`src/rtl/aes_pkg.sv`:
```
// Shared AES types and helpers for the round-level datapath blocks.
// Byte k of a 128-bit state is state[127-8k -: 8]: byte 0 is the MSB byte,
// which matches the column-major AES state layout.
package aes_pkg;

  localparam int NBYTES = 16;

  typedef logic [127:0] state_t;
  typedef logic [7:0]   byte_t;

  // SubBytes sequencer FSM states.
  typedef enum logic [1:0] {
    SUB_IDLE  = 2'd0,
    SUB_ISSUE = 2'd1,
    SUB_DRAIN = 2'd2,
    SUB_DONE  = 2'd3
  } sub_seq_state_e;

  // Extract byte idx (0 = MSB byte) from a state.
  function automatic byte_t get_byte(input state_t s, input int idx);
    int lo;
    lo = 8 * (NBYTES - 1 - idx);
    return s[lo +: 8];
  endfunction

  // Return s with byte idx (0 = MSB byte) replaced by b.
  function automatic state_t put_byte(input state_t s, input int idx, input byte_t b);
    state_t r;
    int     lo;
    r = s;
    lo = 8 * (NBYTES - 1 - idx);
    r[lo +: 8] = b;
    return r;
  endfunction

endpackage

```
`src/rtl/sub_bytes_seq.sv`:
```
// SubBytes sequencer: streams the 16 bytes of a captured AES state through an
// external synchronous S-Box stage one per cycle and reassembles the result.
//
// Handshake: start is a request that is honoured only in IDLE or DONE; the
// accepting edge is E0. busy is high from E0 until the completion edge.
// done is a one-cycle pulse coinciding with the first cycle state_out holds
// the new result; state_out is then held until the next accepted start.
//
// Timing: byte k is loaded into sbox_addr at edge Ek and tagged with its
// index. The tag walks a SBOX_LATENCY-deep pipe, so sbox_data for byte k is
// written into the assembly register at edge E(k+SBOX_LATENCY+1). The last
// byte lands at E(16+SBOX_LATENCY), which is also when state_out and done
// update.
module sub_bytes_seq #(
  parameter int SBOX_LATENCY = 1,
  parameter int NBYTES       = 16
) (
  input  logic         clk,
  input  logic         rst_n,
  input  logic         start,
  input  logic [127:0] state_in,
  output logic         busy,
  output logic         done,
  output logic [127:0] state_out,
  output logic [7:0]   sbox_addr,
  input  logic [7:0]   sbox_data
);

  import aes_pkg::*;

  localparam int IDX_W = $clog2(NBYTES);
  localparam int CNT_W = IDX_W + 1;
  localparam logic [CNT_W-1:0] LAST_CNT = CNT_W'(NBYTES - 1);
  localparam logic [IDX_W-1:0] LAST_IDX = IDX_W'(NBYTES - 1);

  // FSM
  sub_seq_state_e r_state;
  sub_seq_state_e w_state_nxt;

  // Datapath registers
  state_t           r_data;       // captured input state
  state_t           r_assy;       // result under assembly
  state_t           r_out;        // published result
  logic             r_done;
  byte_t            r_sbox_addr;
  logic [CNT_W-1:0] r_issue_cnt;  // next byte index to issue
  logic             r_iss_vld;    // sbox_addr carries a tagged byte this cycle
  logic [IDX_W-1:0] r_iss_idx;

  // Tag pipe, aligned with the S-Box latency
  logic [SBOX_LATENCY-1:0] r_pipe_vld;
  logic [IDX_W-1:0]        r_pipe_idx [SBOX_LATENCY];

  // Control decodes
  logic             w_accept;
  logic             w_issue;
  logic             w_last_issue;
  logic             w_cap;
  logic [IDX_W-1:0] w_cap_idx;
  logic             w_last_cap;
  state_t           w_assy_nxt;

  // Capture side: the oldest pipe stage says whether sbox_data is ours.
  assign w_cap      = r_pipe_vld[SBOX_LATENCY-1];
  assign w_cap_idx  = r_pipe_idx[SBOX_LATENCY-1];
  assign w_last_cap = w_cap && (w_cap_idx == LAST_IDX);
  assign w_assy_nxt = put_byte(r_assy, int'(w_cap_idx), sbox_data);

  // FSM state register.
  always_ff @(posedge clk or negedge rst_n) begin
    if (!rst_n) begin
      r_state <= SUB_IDLE;
    end else begin
      r_state <= w_state_nxt;
    end
  end

  // FSM next-state and control decodes.
  always_comb begin
    w_state_nxt  = r_state;
    w_accept     = 1'b0;
    w_issue      = 1'b0;
    w_last_issue = 1'b0;
    busy         = 1'b0;
    unique case (r_state)
      SUB_IDLE, SUB_DONE: begin
        if (start) begin
          w_accept    = 1'b1;
          w_state_nxt = SUB_ISSUE;
        end
      end
      SUB_ISSUE: begin
        busy    = 1'b1;
        w_issue = 1'b1;
        if (r_issue_cnt == LAST_CNT) begin
          w_last_issue = 1'b1;
          w_state_nxt  = SUB_DRAIN;
        end
      end
      SUB_DRAIN: begin
        busy = 1'b1;
        if (w_last_cap) begin
          w_state_nxt = SUB_DONE;
        end
      end
      default: begin
        w_state_nxt = SUB_IDLE;
      end
    endcase
  end

  // Input capture and byte issue towards the S-Box.
  always_ff @(posedge clk or negedge rst_n) begin
    if (!rst_n) begin
      r_data      <= '0;
      r_sbox_addr <= '0;
      r_issue_cnt <= '0;
      r_iss_vld   <= 1'b0;
      r_iss_idx   <= '0;
    end else if (w_accept) begin
      // Byte 0 is issued straight from state_in on the accepting edge.
      r_data      <= state_in;
      r_sbox_addr <= get_byte(state_in, 0);
      r_issue_cnt <= CNT_W'(1);
      r_iss_vld   <= 1'b1;
      r_iss_idx   <= '0;
    end else if (w_issue) begin
      r_sbox_addr <= get_byte(r_data, int'(r_issue_cnt));
      r_issue_cnt <= w_last_issue ? '0 : r_issue_cnt + CNT_W'(1);
      r_iss_vld   <= 1'b1;
      r_iss_idx   <= r_issue_cnt[IDX_W-1:0];
    end else begin
      // sbox_addr holds its last value; nothing new is tagged.
      r_iss_vld   <= 1'b0;
    end
  end

  // Tag pipe: shifts every cycle so each tag meets its S-Box output.
  always_ff @(posedge clk or negedge rst_n) begin
    if (!rst_n) begin
      r_pipe_vld <= '0;
      for (int i = 0; i < SBOX_LATENCY; i++) begin
        r_pipe_idx[i] <= '0;
      end
    end else begin
      r_pipe_vld[0] <= r_iss_vld;
      r_pipe_idx[0] <= r_iss_idx;
      for (int i = 1; i < SBOX_LATENCY; i++) begin
        r_pipe_vld[i] <= r_pipe_vld[i-1];
        r_pipe_idx[i] <= r_pipe_idx[i-1];
      end
    end
  end

  // Result assembly and publication on the last captured byte.
  always_ff @(posedge clk or negedge rst_n) begin
    if (!rst_n) begin
      r_assy <= '0;
      r_out  <= '0;
      r_done <= 1'b0;
    end else begin
      r_done <= w_last_cap;
      if (w_accept) begin
        r_assy <= '0;
      end else if (w_cap) begin
        r_assy <= w_assy_nxt;
      end
      if (w_last_cap) begin
        r_out <= w_assy_nxt;
      end
    end
  end

  assign done      = r_done;
  assign state_out = r_out;
  assign sbox_addr = r_sbox_addr;

endmodule
```
`config.mk`:
```
export PLATFORM = sky130hd
export DESIGN_NAME = sub_bytes_seq
export DESIGN_NICKNAME = d
export VERILOG_FILES = /design/src/rtl/aes_pkg.sv /design/src/rtl/sub_bytes_seq.sv
export SDC_FILE = /design/constraint.sdc
export NUM_CORES = 1
export LEC_CHECK = 0
export BUFFER_PORTS_ARGS = -buffer_cell sky130_fd_sc_hd__buf_2
export CAP_MARGIN = 25
export CORE_MARGIN = 10
export CORE_UTILIZATION = 35
export DETAILED_ROUTE_END_ITERATION = 6
export PLACE_DENSITY = 0.63
export SLEW_MARGIN = 20
export SYNTH_ARGS = -nofsm -noshare
export SYNTH_HDL_FRONTEND = slang
export SYNTH_SLANG_ARGS = --single-unit
```
`constraint.sdc`:
```
create_clock -name clk -period 6.25 [get_ports clk]
set_input_delay 0.9375 -clock clk [delete_from_list [all_inputs] [get_ports clk]]
set_output_delay 0.9375 -clock clk [all_outputs]
set_load 0.01 [all_outputs]
```
**Word-level counts from Yosys, hierarchy flattened**

Index checks and enable logic that the tools add are counted.

- Input bits: 139
- Logic and storage cells: 55
- Register bits: 410

- Equal/unequal tests: 8
- Reductions and logical operators: 7
- $add $sub $neg: 4
- Shifts and indexed selects: 3
- Multiplexer cells: 22

Operator list:

| cell | number |
|---|---|
| $mux 128 | 2 |
| $bwmux 128 | 1 |
| $shift 8x33->128 const A | 1 |
| $shiftx 128x9->8 | 1 |
| $shiftx 8x33->128 | 1 |
| $neg 8->33 | 1 |
| $mux 8 | 2 |
| $mux 5 | 3 |
| $mux 1 | 8 |
| $mux 4 | 2 |
| $mux 2 | 3 |
| $ne 2x2->1 const B | 3 |
| $pmux 2 s3 | 1 |
| $sub 4x5->6 const A | 1 |
| $add 5x1->5 const B | 1 |
| $eq 5x4->1 const B | 1 |
| $sub 4x4->5 const A | 1 |
| $eq 2x2->1 const B | 2 |
| $eq 4x4->1 const B | 1 |
| $reduce_bool 2->1 | 2 |
| $reduce_or 2->1 | 2 |
| $reduce_and 3->1 | 1 |
| $eq 2x1->1 const B | 1 |
| $logic_not 2->1 | 1 |
| $logic_and 1x1->1 | 1 |

**Depth between registers and ports, before layout**

Gate-level depths: netlist of run 1.

- Depth in word-level cells: 6
- Gate-level depth with buffers: 11
- Depth with buffers taken out: 7

**Worst setup path before layout of run 1**

Ideal clock, no wire load.

- Kind: register -> register
- Start: register r_pipe_idx[0] (netlist bit)
- End: register r_assy[100]
- Stages on the path, launching flop included: 10
- Path buffers: 3
- Setup time: 0.121 ns
- Setup slack: 3.640 ns
- Clock period less this slack: 2.610 ns
- Arrival time: 2.489 ns
- Required time: 6.129 ns
- Cell sequence: dfrtp_1 buf_2 buf_4 clkinv_1 ha_1 nor3b_4 and4_1 buf_4 a21oi_2 a22o_1

- Word-level cells in the longest chain between the ends: 6

RTL lines:

| item | line | source |
|---|---|---|
| start, declared | sub_bytes_seq.sv:52 | `logic [IDX_W-1:0] r_pipe_idx [SBOX_LATENCY];` |
| start signal, assigned by index | sub_bytes_seq.sv:150 | `r_pipe_idx[i] <= r_pipe_idx[i-1];` |
| $sub 4x4->5 * | aes_pkg.sv:31 | `lo = 8 * (NBYTES - 1 - idx);` |
| $neg 8->33 * | aes_pkg.sv:32 | `r[lo +: 8] = b;` |
| $shiftx 8x33->128 / $shift 8x33->128 (equally long branches) | aes_pkg.sv:32 |  |
| $bwmux 128 * | aes_pkg.sv:32 |  |
| $mux 128 * | sub_bytes_seq.sv:165 | `end else if (w_cap) begin` |
| $mux 128 * | sub_bytes_seq.sv:163 | `if (w_accept) begin` |
| end signal, assigned | sub_bytes_seq.sv:166 | `r_assy <= w_assy_nxt;` |
| end, declared | sub_bytes_seq.sv:42 | `state_t r_assy;` |

Mark *: on every way between the ends. The rest lies on a longest branch, timed or not. The select of a mux whose other input is x is not followed.
A chain may end at the register's enable or synchronous reset.

**Worst setup path in the final report of run 1**

- Start: register r_pipe_idx[0] (netlist bit)
- End: register r_assy[101]

The elaborated chain is that of the path after synthesis.

==> results.md, run 1 <==
- CTS-repair resized insts: 0
- RR Endpoint: r_assy[101]$_DFFE_PN0P_
- Number of cells produced by synthesis: 1,825
- Number of routed nets with antenna violations: 0
- Hold Buf Count CTS: 0
- Die ar.: 63,500 um2
- R2R Setup Slk: 2.41 ns
- Endpoint kind of the worst setup timing path: flop
- Clk Latency, worst-skew pair: 0.59 ns
- Max Cap Viol: 0
- CTS root buffer: sky130_fd_sc_hd__clkbuf_16
- Synth Register Bits: 410
- Crit path setup slack, layout: 2.41 ns
- Width of the chip: 252 um
- Maximum ir drop on the vdd rail: 256 uV
- Number of distinct library cells after synthesis: 54
- Placed cell count: 2,665
- Share of synthesized area occupied by flip-flops and latches: 0.545
- TritonCTS Sinks: 410
- Leakage power summed over all cells: 11.3 nW
- Synthesized area divided by synthesized cell count: 10.3 um2
- Netlist area before placement: approximately 19,000 um2
- Fill count: 5,088
- Total buffers and inverters traversed by the critical path: 1
- Final hold slack: 0.346 ns
- Setup clock skew after layout: 0.0233 ns
- Crit-path max FO: 30
- Largest net degree at the start of global routing: between 150 and 200
- Worst Path Class, Setup: reg -> reg
- CP startpoint kind: flop
- Async set-reset flop share out of synthesis: 1.00
- Flip-flop cell with the highest count after synthesis: sky130_fd_sc_hd__dfrtp_1
- Cts bufs inserted: 47
- Hold Startpoint: r_iss_vld$_DFF_PN0_
- Overall fraction of global-route tracks in use: 0.164
- Final Cycle Share: 0.614
- Worst-path cell with the longest stage delay: sky130_fd_sc_hd__dfrtp_1
- Clock tree from TritonCTS: built
- Kind of cell with the highest combined delay on the critical path: simple AND/OR/NAND/NOR gates
- I/O Pins: 277
- Critical path, cell by cell: clkinv_1, ha_1, nor3b_4, and4_1, a21oi_2, a22o_1
- Required arrival time at the worst endpoint: 6.71 ns
- Number of vias per cell after detailed routing: ~5
- Yosys warnings: 0
- Fraction of final layout cells with drive strength greater than 1: 0.214
- CTS HTree Levels: 2
- Final standard cell count with taps included and fillers excluded: 2,754
- DR vias: 13,800
- RSZ-0062 raised after global routing: false
- Result of the run: finished clean
- Wire length of the first global-routing pass: 83,400 um
- Clock transition time at the flip-flop clock pins of the worst setup and hold paths: approximately 0.060 ns
- Fin crit period: 3.84 ns
- Top library cells by usage in the layout, fill and taps aside: sky130_fd_sc_hd__nand2_1 (545), sky130_fd_sc_hd__dfrtp_1 (408), sky130_fd_sc_hd__buf_2 (275)
- Total wirelength of the detailed-routed design: 52,500 um
- Number of DRC markers after the initial detailed-route iteration: between 900 and 1,000
- Remaining Overflow, GRT: 0
- Total Power Consumption: 9.53 mW
- Post-CTS Setup Bufs: 0
- Slew HR: 0.297
- Worst path max stage delay: 0.91 ns
- Post-synth EDFFs: 0
- Critical R2R Launch: r_pipe_idx[0]$_DFF_PN0_
- Most common library cell in the layout ignoring fill and taps: sky130_fd_sc_hd__nand2_1
- Finished layout cell area: 22,300 um2
- Number of global-route vias before repair: roughly 14,000
- Final TNS setup: 0 ns
- Maximum clock frequency: 261 MHz
- Hold path depth: 0
- Layout-stage area growth over the synthesis result: 18.7%
- Crit path DAT: 4.30 ns
- Number of cells traversed by the worst register-to-register path: 6
- Die extent in y: 252 um
- Global placer's final weighted congestion: 0.826
- Setup slack after placement: 2.47 ns
- # port buffers: 276
- Area of the core: 52,900 um2
- Initial antenna violation count: 1
- Net Count, Synth: about 2,000
- Starting density of the core: 0.356
- Post-route DRC: 0
- Std cell rows: 84
- First drt pass iteration count: 5
- Max Buffers Root-to-Sink: 3
- Estimated wirelength of the detail-placed design: 36,800 um
- Dpl cell area: around 21,000 um2
- Max-slew violations: 0
- Number of endpoints failing setup at the final stage: 0
- Drt wl/cell: 19.1 um
- Cell Pwr Density: 426 nW/um2
- Number of nets in the final layout: ~2,200
- Final core utilization: 0.423
- Kind of path behind the tightest hold check: reg -> reg
- Worst-margin pin slew: roughly 1.1 ns
- Endpoints failing hold: 0
- Endpoint of the worst hold-timing path: r_pipe_vld$_DFF_PN0_
## power by group
group          internal [mW]  total [mW]  switching [mW]  leakage, nW
clock                   1.91        3.04            1.13        0.858
combinational           1.04        2.90            1.86         5.58
sequential              3.20        3.59           0.396         4.87
total                   6.14        9.53            3.38         11.3
## logic make-up (layout without fill, tap and decap cells)
| logic type | after synthesis | count (layout) | share of synthesized area |
|---|---|---|---|
| compound gates | 240 | 240 | 0.0845 |
| xor+xnor | 3 | 3 | 0.00140 |
| fa+ha+maj | 9 | 9 | 0.00598 |
| buf+inv | 148 | 388 | 0.0375 |
| flops | 410 | 410 | 0.545 |
| mux | 244 | 244 | 0.151 |
| other cells | 0 | 1 | 0 |
| simple gates | 771 | 771 | 0.175 |
## metal layers
metal | up-vias | GRT usage | wire length [um]
met5 | - | 0 | 0
met4 | 0 | 0.0485 | 1190
met3 | 82 | 0.0443 | 3760
met2 | 401 | 0.267 | 25100
met1 | 6743 | 0.211 | 22500
li1 | 6580 | - | -
## cell type report
cell class / count / area, um2 / share of cell area
antenna: 1 / 2.50 / 0.000112
clock buffer: 69 / 1420 / 0.0636
clock inverter: 18 / 309 / 0.0138
inverter: 10 / 37.5 / 0.00168
multi-input combinational: 1267 / 7900 / 0.354
sequential: 410 / 10300 / 0.459
tap: 688 / 861 / 0.0385
timing repair buffer: 291 / 1550 / 0.0693
## worst max path at each step
stage | startpoint | to | cells after the start
after detailed placement | r_pipe_idx[0]$_DFF_PN0_ | r_assy[98]$_DFFE_PN0P_ | 6
after CTS | r_pipe_idx[0]$_DFF_PN0_ | r_assy[101]$_DFFE_PN0P_ | 6
final | r_pipe_idx[0]$_DFF_PN0_ | r_assy[101]$_DFFE_PN0P_ | 6
after global placement | r_pipe_idx[0]$_DFF_PN0_ | r_assy[97]$_DFFE_PN0P_ | 6
after global routing | r_pipe_idx[0]$_DFF_PN0_ | r_assy[99]$_DFFE_PN0P_ | 6
after floorplan | r_pipe_idx[0]$_DFF_PN0_ | r_assy[100]$_DFFE_PN0P_ | 9
## flip-flops by register name (all words and copies together), names as in the netlist
register / cells
state_out: 128
r_assy: 128
r_pipe_idx: 4
r_pipe_vld: 1
r_data: 128
sbox_addr: 8
r_state: 2
r_issue_cnt: 5
r_iss_idx: 4
r_iss_vld: 1
done: 1
## Yosys cell counts (5+ instances only)
master | count | share of area
sky130_fd_sc_hd__a22oi_1 | 17 | 0.0068
sky130_fd_sc_hd__nand2b_1 | 8 | 0.0027
sky130_fd_sc_hd__dfrtp_1 | 410 | 0.54
sky130_fd_sc_hd__buf_2 | 42 | 0.011
sky130_fd_sc_hd__buf_4 | 16 | 0.0064
sky130_fd_sc_hd__mux4_2 | 32 | 0.038
sky130_fd_sc_hd__o21ai_0 | 95 | 0.025
sky130_fd_sc_hd__o21ai_1 | 44 | 0.012
sky130_fd_sc_hd__nor3_1 | 14 | 0.0037
sky130_fd_sc_hd__a21oi_1 | 35 | 0.0093
sky130_fd_sc_hd__nand2_1 | 547 | 0.11
sky130_fd_sc_hd__nand3_1 | 52 | 0.014
sky130_fd_sc_hd__a21o_1 | 8 | 0.0032
sky130_fd_sc_hd__buf_1 | 5 | 0.0010
sky130_fd_sc_hd__a22o_1 | 14 | 0.0065
sky130_fd_sc_hd__and4b_1 | 8 | 0.0043
sky130_fd_sc_hd__o211ai_4 | 5 | 0.0056
sky130_fd_sc_hd__nor2_1 | 96 | 0.019
sky130_fd_sc_hd__ha_1 | 9 | 0.0060
sky130_fd_sc_hd__clkbuf_1 | 71 | 0.014
sky130_fd_sc_hd__and3_1 | 9 | 0.0030
sky130_fd_sc_hd__o2111ai_4 | 6 | 0.0084
sky130_fd_sc_hd__inv_1 | 9 | 0.0018
sky130_fd_sc_hd__and2_1 | 9 | 0.0030
sky130_fd_sc_hd__mux2i_1 | 212 | 0.11
sky130_fd_sc_hd__nor3_2 | 8 | 0.0043
Power figures use the tool's default switching activity.
==> run 2, diff against run 1 <==
==> constraint.sdc (replaced) <==
create_clock -name clk -period 3.8 [get_ports clk]
set_input_delay 0.57 -clock clk [delete_from_list [all_inputs] [get_ports clk]]
set_output_delay 0.57 -clock clk [all_outputs]
set_load 0.01 [all_outputs]
==> results.md, run 2 (same netlist as run 1, synthesis figures left out) <==
- Overall fraction of global-route tracks in use: 0.164 (+0.000336)
- Area of the core: 52,900 um2 (unchanged)
- Maximum ir drop on the vdd rail: 401 uV (+57%)
- Initial antenna violation count: 1 (unchanged)
- Cell Pwr Density: 690 nW/um2 (+62%)
- Post-CTS Setup Bufs: 0 (unchanged)
- Max-slew violations: 0 (unchanged)
- CTS root buffer: sky130_fd_sc_hd__clkbuf_16
- Dpl cell area: 20,700 um2 (+0.67%)
- Finished layout cell area: 22,300 um2 (about the same)
- First drt pass iteration count: 5 (unchanged)
- Fin crit period: 3.01 ns (-0.829 ns)
- Clk Latency, worst-skew pair: 0.59 ns (about the same)
- Remaining Overflow, GRT: 0 (unchanged)
- Starting density of the core: 0.356 (unchanged)
- Layout-stage area growth over the synthesis result: 18.6% (about the same)
- Result of the run: finished clean
- RSZ-0062 raised after global routing: false
- Worst Path Class, Setup: reg -> reg
- Number of global-route vias before repair: 14,400 (+1.5%)
- Number of routed nets with antenna violations: 0 (unchanged)
- Crit-path max FO: 19 (-37%)
- TritonCTS Sinks: 410 (unchanged)
- RR Endpoint: r_assy[101]$_DFFE_PN0P_
- Width of the chip: 252 um (unchanged)
- Clock transition time at the flip-flop clock pins of the worst setup and hold paths: 0.06 ns (about the same)
- Post-route DRC: 0 (unchanged)
- Multi-input gate area: 7900 um2 (unchanged)
- Setup clock skew after layout: 0.0190 ns (-0.00432 ns)
- CP startpoint kind: flop
- # port buffers: 276 (unchanged)
- Wire length of the first global-routing pass: 83,100 um (-0.28%)
- Largest net degree at the start of global routing: 179 (+9.1%)
- Top library cells by usage in the layout, fill and taps aside: sky130_fd_sc_hd__nand2_1 (545), sky130_fd_sc_hd__dfrtp_1 (408), sky130_fd_sc_hd__buf_2 (275)
- Kind of path behind the tightest hold check: in -> async
- Endpoints failing hold: 0 (unchanged)
- Std cell rows: 84 (unchanged)
- Crit path DAT: 3.47 ns (-0.83 ns)
- Final hold slack: 0.0392 ns (-0.307 ns)
- Fill count: 5,081 (-0.14%)
- Endpoint kind of the worst setup timing path: flop
- Most common library cell in the layout ignoring fill and taps: sky130_fd_sc_hd__nand2_1
- Max Cap Viol: 0 (unchanged)
- Number of endpoints failing setup at the final stage: 0 (unchanged)
- Final standard cell count with taps included and fillers excluded: 2,762 (+0.29%)
- Die extent in y: 252 um (unchanged)
- Slew HR: 0.392 (+0.0955)
- Estimated wirelength of the detail-placed design: 37,400 um (+1.6%)
- Placed cell count: 2,675 (+0.38%)
- Critical R2R Launch: r_pipe_idx[0]$_DFF_PN0_
- Hold Buf Count CTS: 0 (unchanged)
- Number of vias per cell after detailed routing: 5.03 (+0.40%)
- Number of nets in the final layout: 2,185 (+0.46%)
- DR vias: 13,900 (+0.69%)
- Max Buffers Root-to-Sink: 3 (unchanged)
- Fraction of final layout cells with drive strength greater than 1: 0.218 (+0.00352)
- Number of cells traversed by the worst register-to-register path: 6 (unchanged)
- Required arrival time at the worst endpoint: 4.27 ns (-2.44 ns)
- Number of DRC markers after the initial detailed-route iteration: 911 (-2.0%)
- Final TNS setup: 0 ns (unchanged)
- Die ar.: 63,500 um2 (unchanged)
- Total Power Consumption: 15.4 mW (+62%)
- R2R Setup Slk: 0.79 ns (-1.62 ns)
- Final Cycle Share: 0.791 (+0.178)
- Global placer's final weighted congestion: 0.808 (-2.2%)
- Total wirelength of the detailed-routed design: 53,000 um (+0.88%)
- I/O Pins: 277 (unchanged)
- Clock tree from TritonCTS: built
- CTS HTree Levels: 2 (unchanged)
- FF+latch area: 10,300 um2 (unchanged)
- Leakage power summed over all cells: 11.3 nW (-0.17%)
- Maximum clock frequency: 332 MHz (+28%)
- CTS-repair resized insts: 0 (unchanged)
- Worst-margin pin slew: 0.912 ns (-0.143 ns)
- Cts bufs inserted: 47 (unchanged)
- Drt wl/cell: 19.2 um (+0.59%)
## run 2: cell types whose count changed in the layout (fill, tap and decap cells not counted), moves of 2 or more
cell,delta
sky130_fd_sc_hd__bufinv_16,-4
sky130_fd_sc_hd__clkinvlp_4,+4
sky130_fd_sc_hd__clkbuf_8,-2
sky130_fd_sc_hd__clkbuf_16,-2
sky130_fd_sc_hd__buf_4,+5
sky130_fd_sc_hd__clkinv_4,+3
sky130_fd_sc_hd__buf_12,+5
## run 2: area by class of cell
| cell class | count | share of cell area |
|---|---|---|
| Clock buffer | 64 | 0.0600 |
| Inverter | 10 | 0.00168 |
| Sequential cell | 410 | 0.460 |
| Timing Repair Buffer | 301 | 0.0750 |
| Tap cell | 688 | 0.0386 |
| Antenna cell | 1 | 0.000112 |
| Clock inverter | 21 | 0.0112 |
| Multi-Input combinational cell | 1267 | 0.354 |
## run 2: per-stage QoR
stage	worst slack (ns)	util
after CTS	0.825	0.422
after global placement	0.934	0.392
after detailed placement	0.845	0.392
after global routing	0.611	0.422
final	0.792	0.422
after floorplan	1.19	-
## run 2: report_power, final
part           switching (mW)  internal (mW)
clock network            1.89           2.75
logic                    3.11           1.78
registers               0.615           5.26
total                    5.62           9.79
## run 2: worst max-delay path: stages (launching register included)
cell and delay, ns:
sky130_fd_sc_hd__dfrtp_1 0.35, sky130_fd_sc_hd__clkinv_1 0.32, sky130_fd_sc_hd__ha_1 0.61, sky130_fd_sc_hd__nor3b_4 0.40, sky130_fd_sc_hd__and4_1 0.67, sky130_fd_sc_hd__a21oi_2 0.23, sky130_fd_sc_hd__a22o_1 0.29
## run 2: worst max-delay path by stage
stage | from | end | cells after the start
final | r_pipe_idx[0]$_DFF_PN0_ | r_assy[101]$_DFFE_PN0P_ | 6
after global routing | r_pipe_idx[0]$_DFF_PN0_ | r_assy[101]$_DFFE_PN0P_ | 6
after CTS | r_pipe_idx[0]$_DFF_PN0_ | r_assy[101]$_DFFE_PN0P_ | 6
after detailed placement | r_pipe_idx[0]$_DFF_PN0_ | r_assy[98]$_DFFE_PN0P_ | 6
after global placement | r_pipe_idx[0]$_DFF_PN0_ | r_assy[96]$_DFFE_PN0P_ | 6
after floorplan | r_pipe_idx[0]$_DFF_PN0_ | r_assy[100]$_DFFE_PN0P_ | 9
## run 2: routing by layer
layer	wire, um	track usage
met1	22700	0.208
met2	25600	0.275
met3	3730	0.0419
met4	990	0.0448
met5	0	0
